===== src/rtl/traffic_light_sequencer.sv =====
// Traffic light sequencer: counts timer ticks to step main/side/pedestrian phases,
// latches pedestrian requests and pulses ped_ack on the first WALK cycle.
module traffic_light_sequencer #(
    parameter int GREEN_TICKS  = 4,
    parameter int YELLOW_TICKS = 2,
    parameter int ALLRED_TICKS = 1,
    parameter int WALK_TICKS   = 3,
    parameter int CNT_W        = 4
) (
    input  logic       clk,
    input  logic       rst_a,
    input  logic       enable_L,
    input  logic       enable_P,
    input  logic       ped_req,
    output logic [2:0] main_lt,
    output logic [2:0] side_lt,
    output logic       walk,
    output logic       ped_ack,
    output logic [2:0] state_o
);

    typedef enum logic [2:0] {
        S_MG   = 3'd0,
        S_MY   = 3'd1,
        S_AR1  = 3'd2,
        S_SG   = 3'd3,
        S_SY   = 3'd4,
        S_AR2  = 3'd5,
        S_WALK = 3'd6
    } state_t;

    // Last dwell value of each phase; the advancing tick arrives while dwell holds it
    localparam logic [CNT_W-1:0] GREEN_LAST  = CNT_W'(GREEN_TICKS - 1);
    localparam logic [CNT_W-1:0] YELLOW_LAST = CNT_W'(YELLOW_TICKS - 1);
    localparam logic [CNT_W-1:0] ALLRED_LAST = CNT_W'(ALLRED_TICKS - 1);
    localparam logic [CNT_W-1:0] WALK_LAST   = CNT_W'(WALK_TICKS - 1);

    state_t           state_q, state_d;
    logic [CNT_W-1:0] dwell_q, dwell_d;
    logic             pend_q, pend_d;
    logic             ack_q, ack_d;

    logic             tick;
    logic [CNT_W-1:0] last;
    state_t           next_phase;
    logic             enter_walk;

    // State, dwell counter, pending request and ack registers
    always_ff @(posedge clk) begin
        if (rst_a) begin
            state_q <= S_MG;
            dwell_q <= '0;
            pend_q  <= 1'b0;
            ack_q   <= 1'b0;
        end else begin
            state_q <= state_d;
            dwell_q <= dwell_d;
            pend_q  <= pend_d;
            ack_q   <= ack_d;
        end
    end

    // Next-state: pick the relevant tick and dwell limit, advance on the final tick
    always_comb begin
        state_d    = state_q;
        dwell_d    = dwell_q;
        tick       = 1'b0;
        last       = GREEN_LAST;
        next_phase = S_MG;

        // WALK counts pedestrian ticks; every vehicle phase counts vehicle ticks
        tick = (state_q == S_WALK) ? enable_P : enable_L;

        case (state_q)
            S_MG:    begin last = GREEN_LAST;  next_phase = S_MY;  end
            S_MY:    begin last = YELLOW_LAST; next_phase = S_AR1; end
            S_AR1:   begin last = ALLRED_LAST; next_phase = S_SG;  end
            S_SG:    begin last = GREEN_LAST;  next_phase = S_SY;  end
            S_SY:    begin last = YELLOW_LAST; next_phase = S_AR2; end
            S_AR2:   begin last = ALLRED_LAST; next_phase = pend_q ? S_WALK : S_MG; end
            S_WALK:  begin last = WALK_LAST;   next_phase = S_MG;  end
            default: begin last = '0;          next_phase = S_MG;  end
        endcase

        if (tick) begin
            if (dwell_q == last) begin
                state_d = next_phase;
                dwell_d = '0;
            end else begin
                dwell_d = dwell_q + 1'b1;
            end
        end
    end

    // Pending request: entering WALK clears it even if the button is held on that edge
    always_comb begin
        enter_walk = (state_d == S_WALK) && (state_q != S_WALK);
        pend_d     = pend_q;
        ack_d      = enter_walk;
        if (enter_walk)
            pend_d = 1'b0;
        else if (ped_req && state_q != S_WALK)
            pend_d = 1'b1;
    end

    // Moore lamp decode from the registered state
    always_comb begin
        main_lt = 3'b100;
        side_lt = 3'b100;
        walk    = 1'b0;
        case (state_q)
            S_MG:    main_lt = 3'b001;
            S_MY:    main_lt = 3'b010;
            S_SG:    side_lt = 3'b001;
            S_SY:    side_lt = 3'b010;
            S_WALK:  walk    = 1'b1;
            default: ;
        endcase
    end

    assign ped_ack = ack_q;
    assign state_o = state_q;

endmodule


===== config.mk =====
export PLATFORM = sky130hd
export DESIGN_NAME = traffic_light_sequencer
export DESIGN_NICKNAME = d
export VERILOG_FILES = /design/src/rtl/traffic_light_sequencer.sv
export SDC_FILE = /design/constraint.sdc
export NUM_CORES = 1
export LEC_CHECK = 0
export BUFFER_PORTS_ARGS = -buffer_cell sky130_fd_sc_hd__buf_4
export CELL_PAD_IN_SITES_DETAIL_PLACEMENT = 1
export CELL_PAD_IN_SITES_GLOBAL_PLACEMENT = 1
export CORE_MARGIN = 5
export CORE_UTILIZATION = 30
export DETAILED_ROUTE_END_ITERATION = 6
export HOLD_SLACK_MARGIN = 0.06
export PLACE_DENSITY_LB_ADDON = 0.05
export SLEW_MARGIN = 20
export SYNTH_ARGS = -nofsm -noshare
export SYNTH_HDL_FRONTEND = slang
export SYNTH_SLANG_ARGS = --single-unit
export TNS_END_PERCENT = 100

===== constraint.sdc =====
create_clock -name clk -period 1.95 [get_ports clk]
set_input_delay 0.39 -clock clk [delete_from_list [all_inputs] [get_ports clk]]
set_output_delay 0.39 -clock clk [all_outputs]
set_load 0.02 [all_outputs]

==> impl_metrics.tcl <==
set metrics [dict create \
    die_x_um 55.1 \
    crit_chain "buf_4 -> and3_1 -> nor2_1 -> buf_4" \
    max_freq_mhz 549 \
    cpMostUsedCell "buf_4" \
    hold_depth 2 \
    grt_pass1_wl_mm 2.38 \
    synth_edf_count 0 \
    nFillCells 246 \
    numCtsBuffers 3 \
    grt_max_degree 13 \
    n_antenna_cell 0 \
    core_area_um2 1940 \
    cts_root_buffer "clkbuf_4" \
    finalWirelength_mm 1.47 \
    start_util 0.314 \
    area_growth_pct 24.0 \
    gp_congestion 0.774 \
    critPathRequiredTime_ns 1.56 \
    fp.dieH_um 55.1 \
    clock_latency_ns 0.26 \
    hold_start "rst_a" \
    setup_viol 0 \
    cts.htree.levels 1 \
    switching_power_mw 0.161 \
    grt_setup_unrepaired "false" \
    clkPwrFrac 0.296 \
    seq_power_share 0.427 \
    critPathKind "reg2out" \
    io_buffers 15 \
    via_per_inst 4.87 \
    synthArstFlopShare 0 \
    syn_inst 68 \
    fin_ws_ns 0.128 \
    grt_overflow 0 \
    nNetsFinal 91 \
    power.density_nw_per_um2 661 \
    fin_setup_tns_ns 0 \
    ff_latch_area_um2 181 \
    drt_iter0_drc 4 \
    syn_area_um2 611 \
    die_area_um2 3040 \
    grt_pass1_vias 501 \
    vias 541 \
    hold_buffers 0 \
    dpl.hpwl_mm 1.10 \
    synth_cell_type_count 35 \
    fin_area_um2 757 \
    drt-wirelength-per-cell_um 13.2 \
    r2r_cells 5 \
    grt_use_total 0.109 \
    yosys_warnings 0 \
    worst_setup_path_end_kind "primary output" \
    hold_ws_ns 0.359 \
    maxSlewHeadroom 0.765 \
    sw_frac_of_total 0.323 \
    worst_pin_slew_ns 0.352 \
    slowest_stage "dfxtp_1" \
    drv_cap 0 \
    fin_crit_ns 1.82 \
    r2r-start "state_o[0]" \
    startpoint "state_o[0]" \
    combPwrFrac 0.277 \
    fin_crit_sh 0.934 \
    avgSynthCellArea_um2 8.98 \
    endpoint "side_lt[2]" \
    startpoint_type "flop" \
    numClockSinks 9 \
    drc 0 \
    max_stage_delay_ns 0.53 \
    clk_path_buf_depth 2 \
    reg2reg_slack_ns 0.21 \
    crit_fanout 9 \
    drive_above_1_share 0.381 \
    status "finished, final reports clean" \
    syn-num-nets 74 \
    multi_input_area_um2 369 \
    min_path_type "in2reg" \
    grt_antenna_before_repair 0 \
    rr_endpoint "state_o[1]" \
    synth_seq_area_share 0.295 \
    postPlaceCellArea_um2 729 \
    clkTransAtPathRegs_ns 0.07 \
    maxSlewViolCount 0 \
    num_rows 16 \
    ys_ff_latch 9 \
    antenna_left 0 \
    final-hold-violation-count 0 \
    power_mw 0.500 \
    clock_skew_ns 0.00317 \
    firstDrtPassIters 4 \
    cts_tree "built" \
    irDropWorstVdd_mv 0.322 \
    post-place-ws_ns 0.219 \
    leakage_nw 0.305 \
    yosys_most_used_dff "dfxtp_1" \
    ios 16 \
    intPower_mw 0.339 \
    cp_data_arrival_time_ns 1.43 \
]
[through the flow]
step	util	std cells
floorplan	-	68
global route	0.390	111
detailed placement	0.376	107
global placement	0.376	107
finish	0.390	111
CTS	0.389	111
[critical path: cells and delay by family (launching register included)]
kind,cells,cell delay (ns)
buffers and inverters,2,0.40
flip-flops,1,0.53
AND/OR/NAND/NOR,2,0.24
[Yosys cell counts (2+ instances only)]
master / count / share of area
dfxtp_1: 9 / 0.30
a21oi_1: 6 / 0.049
and3_1: 2 / 0.020
nand2_1: 5 / 0.031
nor2_1: 6 / 0.037
xor2_1: 2 / 0.029
inv_1: 5 / 0.031
nor3_1: 6 / 0.049
[power groups by stage]
stage | Combinational [mW] | Sequential (mW) | Clock, mW
finish | 0.138 | 0.214 | 0.148
global route | 0.150 | 0.216 | 0.163
CTS | 0.140 | 0.213 | 0.152
detailed placement | 0.138 | 0.217 | 0
global placement | 0.141 | 0.218 | 0
floorplan | 0.103 | 0.212 | 0
[layout make-up]
class | count | share of cell area
clock buffers | 4 | 0.0347
inverters | 5 | 0.0248
well taps | 27 | 0.0446
flip-flops and latches | 9 | 0.240
multi-input cells | 49 | 0.488
repair buffers | 17 | 0.169
[cells by family (layout without fill, tap and decap cells)]
logic type                 count (synthesis)  in the layout  synth area share
and+or+nand+nor                           27             27             0.250
AOI/OAI and AO/OA                         14             14             0.205
buffers and inverters                     10             26             0.100
DFF                                        9              9             0.295
xor gates and xnor gates                   4              4            0.0697
muxes                                      3              3            0.0594
adders and majority gates                  1              1            0.0205
[worst min path at each step]
stage	to	slack, ns
floorplan	ped_ack	0.48
global placement	ped_ack	0.54
detailed placement	ped_ack	0.54
CTS	state_o[1]	0.36
global route	state_o[2]	0.36
finish	state_o[1]	0.36
[sequential cells by signal, indices dropped and copies added, names as in the netlist]
name / cells
dwell_q: 4
ped_ack: 1
pend_q: 1
state_o: 3
[metal layers]
layer	global-route usage	up-vias	share of wire
met5	0	-	0
met4	0.0364	0	0.0096
met3	0.0375	2	0.053
met2	0.152	14	0.43
met1	0.155	254	0.50
li1	-	271	-
[placed cells by master, fill, tap and decap left out, types with 2 or more instances in the layout]
master / instances
buf_4: 17
dfxtp_1: 8
nor2_1: 6
nor3_1: 6
a21oi_1: 6
inv_1: 5
nand2_1: 5
clkbuf_4: 3
and3_1: 2
xor2_1: 2
[repair_timing]
item                       in CTS  in global routing
setup buffers                   0                  0
gates resized for setup         0                  1
setup endpoints to repair       0                  2
No activity file was read; power rests on OpenSTA's default activity.
